[src/rtl/sprite_scheduler.sv]
// Per-scanline sprite sequencer: walks sprite slots on each line pulse and
// issues one registered linebuffer draw step per cycle for each visible sprite.
`default_nettype none

module sprite_scheduler #(
    parameter int              IDX_W       = 9,
    parameter int              LB_AW       = 12,
    parameter int              WW          = 8,
    parameter int              WIDTH_SHIFT = 1,
    parameter int              XW          = 11,
    parameter int              LANES       = 8,
    parameter logic [LB_AW-1:0] OFF_SCREEN = 12'hff8
) (
    input  logic               clk,
    input  logic               rst,
    input  logic               line_i,
    input  logic [IDX_W:0]     sprite_count_i,
    input  logic [LB_AW-1:0]   lb_addr_i,
    input  logic [WW-1:0]      sprite_width_i,
    input  logic               sprite_skip_i,
    input  logic               sprite_ready_i,
    input  logic               pipe_stall_i,
    output logic [IDX_W-1:0]   sprite_index_o,
    output logic               sprite_valid_o,
    output logic [LB_AW-1:0]   lb_x_o,
    output logic [XW-1:0]      sprite_x_o,
    output logic               line_done_o,
    output logic               line_overrun_o
);

    localparam logic [2:0] S_IDLE  = 3'd0;
    localparam logic [2:0] S_LOAD  = 3'd1;
    localparam logic [2:0] S_LATCH = 3'd2;
    localparam logic [2:0] S_DRAW  = 3'd3;
    localparam logic [2:0] S_DONE  = 3'd4;

    localparam logic [IDX_W:0] CNT_MAX = {1'b1, {IDX_W{1'b0}}};

    logic [2:0]       state_q, state_d;
    logic [IDX_W-1:0] index_q, index_d;
    logic             valid_q, valid_d;
    logic [LB_AW-1:0] lb_x_q, lb_x_d;
    logic [XW-1:0]    sx_q, sx_d;
    logic [XW-1:0]    end_q, end_d;
    logic             done_q, done_d;
    logic             overrun_q, overrun_d;

    logic [IDX_W:0]   cnt_eff;
    logic             is_last;
    logic             advance;
    logic [XW-1:0]    end_calc;

    assign cnt_eff  = (sprite_count_i > CNT_MAX) ? CNT_MAX : sprite_count_i;
    assign is_last  = ({1'b0, index_q} == (cnt_eff - (IDX_W+1)'(1)));
    assign end_calc = (XW'(sprite_width_i) << WIDTH_SHIFT) - XW'(1);

    always_comb begin
        state_d   = state_q;
        index_d   = index_q;
        valid_d   = valid_q;
        lb_x_d    = lb_x_q;
        sx_d      = sx_q;
        end_d     = end_q;
        done_d    = done_q;
        overrun_d = 1'b0;
        advance   = 1'b0;

        case (state_q)
            S_IDLE: ;
            S_LOAD: begin
                valid_d = 1'b0;
                lb_x_d  = OFF_SCREEN;
                if (cnt_eff == '0) begin
                    state_d = S_DONE;
                    done_d  = 1'b1;
                end else if (sprite_ready_i) begin
                    state_d = S_LATCH;
                end
            end
            S_LATCH: begin
                if (sprite_skip_i || (sprite_width_i == '0)) begin
                    advance = 1'b1;
                end else begin
                    state_d = S_DRAW;
                    valid_d = 1'b1;
                    lb_x_d  = lb_addr_i;
                    sx_d    = '0;
                    end_d   = end_calc;
                end
            end
            S_DRAW: begin
                if (!pipe_stall_i) begin
                    lb_x_d = lb_x_q + LB_AW'(LANES);
                    sx_d   = sx_q + XW'(1);
                    // The step after the last pixel is a flush step, not a pixel.
                    if (sx_q == end_q) begin
                        valid_d = 1'b0;
                        advance = 1'b1;
                    end else begin
                        valid_d = 1'b1;
                    end
                end
            end
            S_DONE: begin
                valid_d = 1'b0;
                lb_x_d  = OFF_SCREEN;
                done_d  = 1'b1;
            end
            default: state_d = S_IDLE;
        endcase

        if (advance) begin
            if (is_last) begin
                state_d = S_DONE;
                done_d  = 1'b1;
            end else begin
                index_d = index_q + IDX_W'(1);
                state_d = S_LOAD;
            end
        end

        if (line_i) begin
            overrun_d = (state_q == S_LOAD) || (state_q == S_LATCH) || (state_q == S_DRAW);
            state_d   = S_LOAD;
            index_d   = '0;
            valid_d   = 1'b0;
            lb_x_d    = OFF_SCREEN;
            sx_d      = '0;
            done_d    = 1'b0;
        end
    end

    always_ff @(posedge clk) begin
        if (rst) begin
            state_q   <= S_IDLE;
            index_q   <= '0;
            valid_q   <= 1'b0;
            lb_x_q    <= OFF_SCREEN;
            sx_q      <= '0;
            end_q     <= '0;
            done_q    <= 1'b1;
            overrun_q <= 1'b0;
        end else begin
            state_q   <= state_d;
            index_q   <= index_d;
            valid_q   <= valid_d;
            lb_x_q    <= lb_x_d;
            sx_q      <= sx_d;
            end_q     <= end_d;
            done_q    <= done_d;
            overrun_q <= overrun_d;
        end
    end

    assign sprite_index_o = index_q;
    assign sprite_valid_o = valid_q;
    assign lb_x_o         = lb_x_q;
    assign sprite_x_o     = sx_q;
    assign line_done_o    = done_q;
    assign line_overrun_o = overrun_q;

endmodule

`default_nettype wire
[config.mk]
export PLATFORM = sky130hd
export DESIGN_NAME = sprite_scheduler
export DESIGN_NICKNAME = d
export VERILOG_FILES = /design/src/rtl/sprite_scheduler.sv
export SDC_FILE = /design/constraint.sdc
export NUM_CORES = 1
export LEC_CHECK = 0
export BUFFER_PORTS_ARGS = -buffer_cell sky130_fd_sc_hd__buf_4
export CAP_MARGIN = 30
export CORE_MARGIN = 2
export CORE_UTILIZATION = 58
export CTS_CLUSTER_SIZE = 40
export DETAILED_ROUTE_END_ITERATION = 10
export GPL_ROUTABILITY_DRIVEN = 0
export PLACE_DENSITY = 0.86
export SLEW_MARGIN = 15
export SYNTH_ARGS = -nofsm -noshare
export SYNTH_HDL_FRONTEND = slang
export SYNTH_SLANG_ARGS = --single-unit
[constraint.sdc]
create_clock -name clk -period 5.4 [get_ports clk]
set_input_delay 0.27 -clock clk [delete_from_list [all_inputs] [get_ports clk]]
set_output_delay 0.27 -clock clk [all_outputs]
set_load 0.1 [all_outputs]
After elaboration in Yosys (flattened, before gate mapping). Cells that the tools add are included.

Register bits: 49. Bits of input ports: 36. Output and inout bits: 35. Logic and storage cells: 77.

$add $sub $neg: 5. $lt $le $gt $ge: 1. Equal/unequal tests: 14. Muxes and demuxes: 27. Bitwise gates (word level): 3. Reductions and logical operators: 18.

Operators with widths (count): 12-bit case mux with 3 select lines (1); 12-bit 2-to-1 mux (2); 11-bit 2-to-1 mux (2); 11-bit case mux with 2 select lines (1); 3-bit 2-to-1 mux (5); 12-bit by 4-bit adder with 12-bit output, second input constant (1); 3-bit AND reduction (4); 11-bit by 1-bit adder with 11-bit output, second input constant (1); 11-bit equality test (1); 1-bit 2-to-1 mux (11); 9-bit by 10-bit equality test with 1-bit output (1); 10-bit > comparator, second input constant (1); 10-bit logical NOT (1); 10-bit 2-to-1 mux (1); 10-bit by 1-bit subtractor with 10-bit output, second input constant (1); 9-bit by 1-bit subtractor with 10-bit output, second input constant (1); 9-bit by 1-bit adder with 9-bit output, second input constant (1); 3-bit case mux with 3 select lines (1); 8-bit logical NOT (1); 4-bit inequality test, second input constant (2); 3-bit by 2-bit equality test with 1-bit output, second input constant (2); 2-bit OR reduction (3); 5-bit inequality test, second input constant (1); 2-bit inequality test, second input constant (2); 14 further kinds (20).

Longest topological paths before layout. Gate-level depths: netlist of run 1.

Depth in word-level cells: 8. Gate-level depth with buffers: 13. Depth with buffers taken out: 10.

Worst setup path before layout of run 1. Ideal clock, no wire load.

Path kind: input to register. Start point: input port sprite_count_i[9]. End point: register index_q[0], in the netlist sprite_index_o[0]. Setup time: 0.132 ns. Arrival: 2.760 ns. Required time: 5.268 ns. Slack: 2.507 ns. Stages: 13. Buffers on the path: 3. Path through: clkbuf_1 -> inv_1 -> nand2_1 -> ha_1 -> clkbuf_1 -> or4bb_1 -> a21oi_1 -> or3_1 -> nand4_1 -> o41ai_4 -> buf_6 -> xor2_1 -> nor2_1.

Cells in the longest elaborated chain, start to end: 6.

Ends and longest elaborated chain: start: declaration (RTL line 17) `input logic [IDX_W:0] sprite_count_i,`; 10-bit > comparator (RTL line 53) `assign cnt_eff = (sprite_count_i > CNT_MAX) ? CNT_MAX : sprite_count_i;`; 10-bit 2-to-1 mux (*) (RTL line 53); 10-bit by 1-bit subtractor with 10-bit output (*) (RTL line 54) `assign is_last = ({1'b0, index_q} == (cnt_eff - (IDX_W+1)'(1)));`; 9-bit by 10-bit equality test with 1-bit output (*) (RTL line 54); 1-bit NOT (no line) (*); 2-bit AND reduction (no line) (*); end signal: assignment (RTL line 145) `index_q <= index_d;`; end: declaration (RTL line 40) `logic [IDX_W-1:0] index_q, index_d;`.

Every way passes the cells marked *; elsewhere a longest branch is shown, timed or not. A chain may end at the register's enable or synchronous reset.

Worst setup path after layout of run 1.
Start point: register state_q[1]. End point: register index_q[8], in the netlist sprite_index_o[8].

Cells in the longest elaborated chain, start to end: 3. Elaborated cells on any way between the ends: 4. Classes of those cells: eq/ne: 2; mux: 1; reduce/logical: 1.

Ends and longest elaborated chain: start: declaration (RTL line 39) `logic [2:0] state_q, state_d;`; start signal: assignment (RTL line 144) `state_q <= state_d;`; 3-bit by 2-bit equality test with 1-bit output (RTL line 68) `case (state_q)`; 1-bit case mux with 2 select lines (*) (RTL line 68); 2-bit AND reduction (no line) (*).

Marked as above.

==> results of run 1 <==
==> through the flow <==
| stage | hold WS, ns | instance area [um2] | utilization, % |
|---|---|---|---|
| after CTS | 0.179 | 3490 | 73.8 |
| final | 0.182 | 3500 | 74.0 |
| after global routing | 0.180 | 3500 | 74.0 |
| after detailed placement | 0.479 | 3400 | 72.1 |
| after global placement | 0.472 | 3400 | 72.1 |
| after floorplan | 0.342 | 2840 | - |
==> routing by layer <==
layer	share of wire [%]	routed length, um	track usage (%)
met1	44	3080	35.8
met3	5.6	396	4.74
met5	0	0	0
met4	0.91	64	9.49
met2	50	3490	45.2
==> worst register-to-register path, stage by stage, from the launching register on <==
cell,delay (ns)
dfxtp_1,0.45
nand3b_1,0.35
or2_2,0.44
nor4_1,0.46
o21bai_1,0.32
o41ai_4,0.22
buf_6,0.20
or3_2,0.46
a21oi_2,0.14
==> synth_stat cells, types with 4 or more instances <==
| master | number |
|---|---|
| a211oi_1 | 10 |
| a21oi_1 | 22 |
| a21oi_2 | 6 |
| and3_1 | 6 |
| clkbuf_1 | 10 |
| dfxtp_1 | 48 |
| ha_1 | 5 |
| inv_1 | 9 |
| nand2_1 | 26 |
| nand2b_1 | 4 |
| nand3_1 | 15 |
| nand4_1 | 7 |
| nor2_1 | 52 |
| nor3_1 | 12 |
| nor3b_1 | 6 |
| nor4_1 | 8 |
| o21ai_0 | 15 |
| o21ai_2 | 7 |
| or3_2 | 5 |
| xnor2_1 | 19 |
| xor2_1 | 14 |
==> state kept, by name (all words and copies together), names as in the netlist <==
register        count
sprite_index_o      9
line_done_o         1
end_q              10
lb_x_o             12
sprite_x_o         11
line_overrun_o      1
sprite_valid_o      1
state_q             3
==> power groups by stage <==
stage               clock (mW)  sequential (mW)  combinational (mW)
finish                   0.209            0.361               0.101
detailed placement           0            0.369              0.0996
global route             0.223            0.361               0.110
floorplan                    0            0.381              0.0480
global placement             0            0.369              0.0969
CTS                      0.211            0.361               0.100
==> cell families (layout without fill, tap and decap cells) <==
logic type / Yosys count / count (layout) / synth area share [%]
and+or+nand+nor: 161 / 161 / 28.9
AOI/OAI and AO/OA: 86 / 86 / 21.8
DFF: 48 / 48 / 33.8
xor gates and xnor gates: 33 / 33 / 10.2
buffers and inverters: 21 / 88 / 3.04
adders and majority gates: 5 / 5 / 2.20
==> final cells by class <==
class,instances,area [um2]
clock inverters,2,12.5
repair buffers,72,544
well taps,67,83.8
inverters,9,33.8
flip-flops and latches,48,961
clock buffers,5,68.8
multi-input cells,285,1790
fillers,401,1230
==> final timing paths <==
check	from	to	slack [ns]	cells after the start
max	state_q[1]	sprite_index_o[8]	2.29	8
min	sprite_width_i[0]	end_q[1]	0.18	2
max reg2reg	state_q[1]	sprite_index_o[8]	2.29	8
min reg2reg	end_q[9]	end_q[9]	0.49	1
==> metrics.md, run 1 <==
| Metric | Value |
|---|---|
| Routed wire length | `7030 um` |
| CTS tree | `done` |
| CP top delay family | `simple AND/OR/NAND/NOR gates` |
| Achievable frequency | `322 MHz` |
| Max Root-Sink Buffers | `2` |
| Crit path cell chain | `nand3b_1 > or2_2 > nor4_1 > o21bai_1 > o41ai_4 > buf_6 > or3_2 > a21oi_2` |
| Slew Viols, Final | `0` |
| DR WL/cell | `14.4 um` |
| Worst Path Buf+Inv | `1` |
| WP data required | `5.64 ns` |
| Detailed Place HPWL | `~5200 um` |
| Netlist Area Pre-Place | `0.00284 mm2` |
| Syn_nets | `between 300 and 400` |
| Chip height | `74.0 um` |
| Antenna violations before repair | `0` |
| Remaining routing DRC violations | `0` |
| Reg clk slew, reported paths | `0.09 ns` |
| Net Sw Frac | `27.4%` |
| Largest cells by area after synthesis | `dfxtp_1 (34%), nor2_1 (6.9%), xnor2_1 (5.9%)` |
| Synth unique cells | `48` |
| Max-cap viol count | `0` |
| Mean post-synth cell area | `between 8 and 9 um2` |
| YS warnings | `0` |
| Vias/cell | `around 5.9` |
| Commonest non-fill, non-tap cell in the layout | `buf_4` |
| H-tree levels | `2` |
| Clk Latency, worst-skew pair | `between 0.3 and 0.4 ns` |
| Post-CTS setup repair buffer count | `0` |
| Nets | `about 460` |
| Relative slew slack | `53.2%` |
| Core Footprint | `~0.0047 mm2` |
| Drt pass-1 iters | `4` |
| Worst path max stage delay | `around 0.46 ns` |
| Final setup margin | `2.29 ns` |
| Post-synth EDFFs | `0` |
| Sequential power share | `a little over half` |
| Final hold vios | `0` |
| Routed Antenna Nets | `0` |
| Area leader, netlist | `dfxtp_1` |
| Design Power | `about 670 uW` |
| Finished Layout Cells | `approximately 490` |
| P_leak | `around 1.3 nW` |
| Critical-path maximum fanout | `13` |
| WP data arrival | `3.35 ns` |
| Vias in the first global route | `about 2700` |
| Most frequent cells in the layout | `buf_4 (71), nor2_1 (52), dfxtp_1 (48), nand2_1 (26), a21oi_1 (22)` |
| Type of the worst min-delay path | `in2reg` |
| Status | `completed` |
| Clock sinks | `48` |
| RSZ-0062 raised after global routing | `false` |
| Clock period minus worst slack | `3.11 ns` |
| IO Port Bufs | `70` |
| Initial Util | `60.1%` |
| Setup violators final | `0` |
| Iter 0 DRT Violations | `186` |
| Full die area | `around 0.0055 mm2` |
| Worst setup SP type | `flop` |
| Antenna diodes | `0` |
| Top_reg_cell synth | `dfxtp_1` |
| Power Internal | `approximately 500 uW` |
| Critical Path End Type | `flop` |
| Net Sw Power | `about 180 uW` |
| Cell Count Post-Placement | `between 400 and 500` |
| Final period util | `a little under three fifths` |
| Die Wd | `around 74 um` |
| CTS buffer count | `5` |
| Vias | `roughly 2900` |
| First-pass GRT wire length | `roughly 12000 um` |
| # hold bufs at CTS | `0` |
| Peak supply drop | `0.194 mV` |
| Worst-case clock skew | `approximately 0.0093 ns` |
| PostCTS Resize Cnt | `0` |
| Post-synth top area share | `approximately a third` |
| Num ports | `71` |
| Layout cell share with drive strength beyond 1 | `about a quarter` |
| Seq/Total Area, Yosys | `33.8%` |
| Largest net degree at the start of global routing | `28` |
| Logic pwr share | `15.0%` |
| Total track usage | `between 20% and 30%` |
| Setup Total Neg Slack | `0 ns` |
| FP Rows | `25` |
| Slew @ Worst Pin | `roughly 0.70 ns` |
| Yosys reg bits | `48` |
| Area grow syn2layout | `23.1%` |
| Syn Inst Count | `354` |
| Clock power frac | `between 30% and 40%` |
| Crit Path Category | `reg2reg` |
| Gr ovfl total | `0` |
| Power Density | `192 mW/mm2` |
| Post-synth ARST share | `0%` |
| Root Driver | `clkbuf_8` |
| CP max stage cell | `nor4_1` |
| Pre-CTS WS | `2.18 ns` |
No activity file was read; power rests on OpenSTA's default activity.
==> run 2: changes to the inputs <==
--- a/config.mk
+++ b/config.mk
@@ -8,11 +8,11 @@
 export BUFFER_PORTS_ARGS = -buffer_cell sky130_fd_sc_hd__buf_4
 export CAP_MARGIN = 30
 export CORE_MARGIN = 2
-export CORE_UTILIZATION = 58
+export CORE_UTILIZATION = 53
 export CTS_CLUSTER_SIZE = 40
 export DETAILED_ROUTE_END_ITERATION = 10
 export GPL_ROUTABILITY_DRIVEN = 0
-export PLACE_DENSITY = 0.86
+export PLACE_DENSITY = 0.8
 export SLEW_MARGIN = 15
 export SYNTH_ARGS = -nofsm -noshare
 export SYNTH_HDL_FRONTEND = slang
==> constraint.sdc (replaced) <==
create_clock -name clk -period 2.9 [get_ports clk]
set_input_delay 0.145 -clock clk [delete_from_list [all_inputs] [get_ports clk]]
set_output_delay 0.145 -clock clk [all_outputs]
set_load 0.1 [all_outputs]
==> metrics.md, run 2 (same netlist as run 1, synthesis figures left out) <==
| Metric | Value |
|---|---|
| Clk Latency, worst-skew pair | `0.31 ns (about the same)` |
| Max Root-Sink Buffers | `2 (unchanged)` |
| Final hold vios | `0 (unchanged)` |
| Achievable frequency | `385 MHz (+20%)` |
| Power Density | `357 mW/mm2 (+86%)` |
| Final period util | `89.4% (+32 points)` |
| Max-cap viol count | `0 (unchanged)` |
| Critical R2R Capture | `sprite_index_o[4]` |
| CTS buffer count | `5 (unchanged)` |
| H-tree levels | `2 (unchanged)` |
| Iter 0 DRT Violations | `189 (+1.6%)` |
| Final std cell area, no fill | `0.00360 mm2 (+2.9%)` |
| Reg-to-reg slack, setup | `0.31 ns (-1.98 ns)` |
| Vias/cell | `5.70 (-3.3%)` |
| # hold bufs at CTS | `0 (unchanged)` |
| Worst Hold Endpoint | `end_q[1]` |
| Gr ovfl total | `0 (unchanged)` |
| Initial Util | `55.3% (-4.9 points)` |
| Largest net degree at the start of global routing | `25 (-11%)` |
| Power Internal | `940 uW (+93%)` |
| Setup violators final | `0 (unchanged)` |
| Root Driver | `clkbuf_8` |
| Critical Path End Type | `flop` |
| Clock sinks | `48 (unchanged)` |
| Full die area | `0.00596 mm2 (+8.9%)` |
| Pre-CTS WS | `0.194 ns (-1.99 ns)` |
| RSZ-0062 raised after global routing | `false` |
| P_leak | `1.38 nW (+4.6%)` |
| Routed wire length | `7150 um (+1.8%)` |
| Logic pwr share | `14.9% (about the same)` |
| Slew @ Worst Pin | `0.612 ns (-0.0869 ns)` |
| Die Wd | `77.2 um (+4.4%)` |
| Util after Layout | `70.0% (-4.1 points)` |
| Relative slew slack | `59.2% (+6.0 points)` |
| Type of the worst min-delay path | `in2reg` |
| Net Sw Power | `345 uW (+88%)` |
| Remaining routing DRC violations | `0 (unchanged)` |
| First-pass GRT wire length | `12300 um (+3.2%)` |
| Num ports | `71 (unchanged)` |
| Net Sw Frac | `26.9% (-0.55 points)` |
| Crit Path Category | `reg2reg` |
| Number of flip-flops in the largest register | `12 (unchanged)` |
| Layout cell share with drive strength beyond 1 | `27.1% (+1.7 points)` |
| Critical-path maximum fanout | `17 (+4)` |
| Vias | `2860 (-0.49%)` |
| CTS tree | `done` |
| Drt pass-1 iters | `5 (+1)` |
| DR WL/cell | `14.2 um (-1.1%)` |
| Worst-case clock skew | `0.00872 ns (-0.000621 ns)` |
| Sequential power share | `52.2% (-1.6 points)` |
| Most frequent cells in the layout | `buf_4 (81), nor2_1 (52), dfxtp_1 (48), nand2_1 (26), a21oi_1 (22)` |
| Commonest non-fill, non-tap cell in the layout | `buf_4` |
| PostCTS Resize Cnt | `0 (unchanged)` |
| Peak supply drop | `0.295 mV (+52%)` |
| Slew Viols, Final | `0 (unchanged)` |
| Routed Antenna Nets | `0 (unchanged)` |
| WP data arrival | `2.83 ns (-0.52 ns)` |
| Vias in the first global route | `2655 (-0.41%)` |
| Setup Total Neg Slack | `0 ns (unchanged)` |
| Worst setup SP type | `flop` |
| IO Port Bufs | `70 (unchanged)` |
| Min-delay src | `sprite_width_i[0]` |
| Final setup margin | `0.306 ns (-1.98 ns)` |
| Total track usage | `25.1% (-2.1 points)` |
| Chip height | `77.2 um (+4.4%)` |
| Area grow syn2layout | `26.7%` |
| Nets | `472 (+2.2%)` |
| Worst r2r src | `state_q[0]` |
| Status | `completed` |
| Antenna diodes | `0 (unchanged)` |
| Clock period minus worst slack | `2.59 ns (-0.515 ns)` |
| Core Footprint | `0.00514 mm2 (+8.8%)` |
| Antenna violations before repair | `0 (unchanged)` |
| Clock power frac | `32.9% (+1.7 points)` |
| WP data required | `3.14 ns (-2.50 ns)` |
| Reg2reg path depth | `10 (+2)` |
| Placed inst area | `0.00350 mm2 (+2.9%)` |
| Reg clk slew, reported paths | `0.09 ns (about the same)` |
| Post-CTS setup repair buffer count | `0 (unchanged)` |
| FP Rows | `26 (+4.0%)` |
| Hold depth | `2 (unchanged)` |
| Detailed Place HPWL | `5420 um (+4.1%)` |
-- run 2: changes by cell type in the layout (fill, tap and decap cells not counted), sizes merged --
cell | before | now
clkbuf | 5 | 7
clkinv | 1 | 0
buf | 72 | 82
-- run 2: metrics by stage --
stage          total power, mW  instances  hold slack [ns]
6_report                  1.28        502           0.0409
5_1_grt                   1.35        502           0.0339
4_1_cts                   1.29        502           0.0387
3_5_place_dp             0.877        494            0.367
3_3_place_gp             0.872        494            0.357
2_1_floorplan            0.798        354            0.217
-- run 2: critical path, stage by stage (launching register included) --
cell and delay, ns:
dfxtp_1 0.43, nand3b_1 0.11, or2_2 0.31, nor4_1 0.35, buf_4 0.19, o21bai_1 0.10
buf_4 0.17, o41ai_4 0.09, buf_12 0.16, or3_2 0.46, a21oi_2 0.14
-- run 2: worst max path at each step --
| stage | slack [ns] | from | end | cells past startpoint |
|---|---|---|---|---|
| 6_report | 0.31 | state_q[0] | sprite_index_o[4] | 10 |
| 4_1_cts | 0.32 | state_q[0] | sprite_index_o[4] | 10 |
| 3_3_place_gp | 0.30 | sprite_count_i[2] | sprite_index_o[3] | 9 |
| 3_5_place_dp | 0.19 | sprite_count_i[9] | sprite_index_o[0] | 12 |
| 2_1_floorplan | 0.06 | sprite_x_o[10] | sprite_index_o[4] | 7 |
| 5_1_grt | 0.11 | state_q[0] | sprite_index_o[4] | 10 |
-- run 2: routing by layer --
metal,vias to the layer above,global-route usage [%],wire length (um)
met2,90,41.0,3430
met1,1329,33.3,3240
met4,0,6.96,61
li1,1434,-,-
met5,-,0,0
met3,7,5.53,413
-- run 2: power by group through the flow --
stage / Clock [mW] / Sequential (mW) / Combinational, mW
finish: 0.422 / 0.671 / 0.192
floorplan: 0 / 0.709 / 0.0895
detailed placement: 0 / 0.687 / 0.190
global placement: 0 / 0.686 / 0.186
global route: 0.466 / 0.673 / 0.208
CTS: 0.431 / 0.671 / 0.191
-- run 2: area by class of cell --
class / count / area, um2
clock inverter: 1 / 7.51
sequential: 48 / 961
multi-input combinational: 285 / 1790
inverter: 9 / 33.8
fill: 444 / 1540
clock buffer: 7 / 86.3
timing repair buffer: 82 / 628
tap: 70 / 87.6
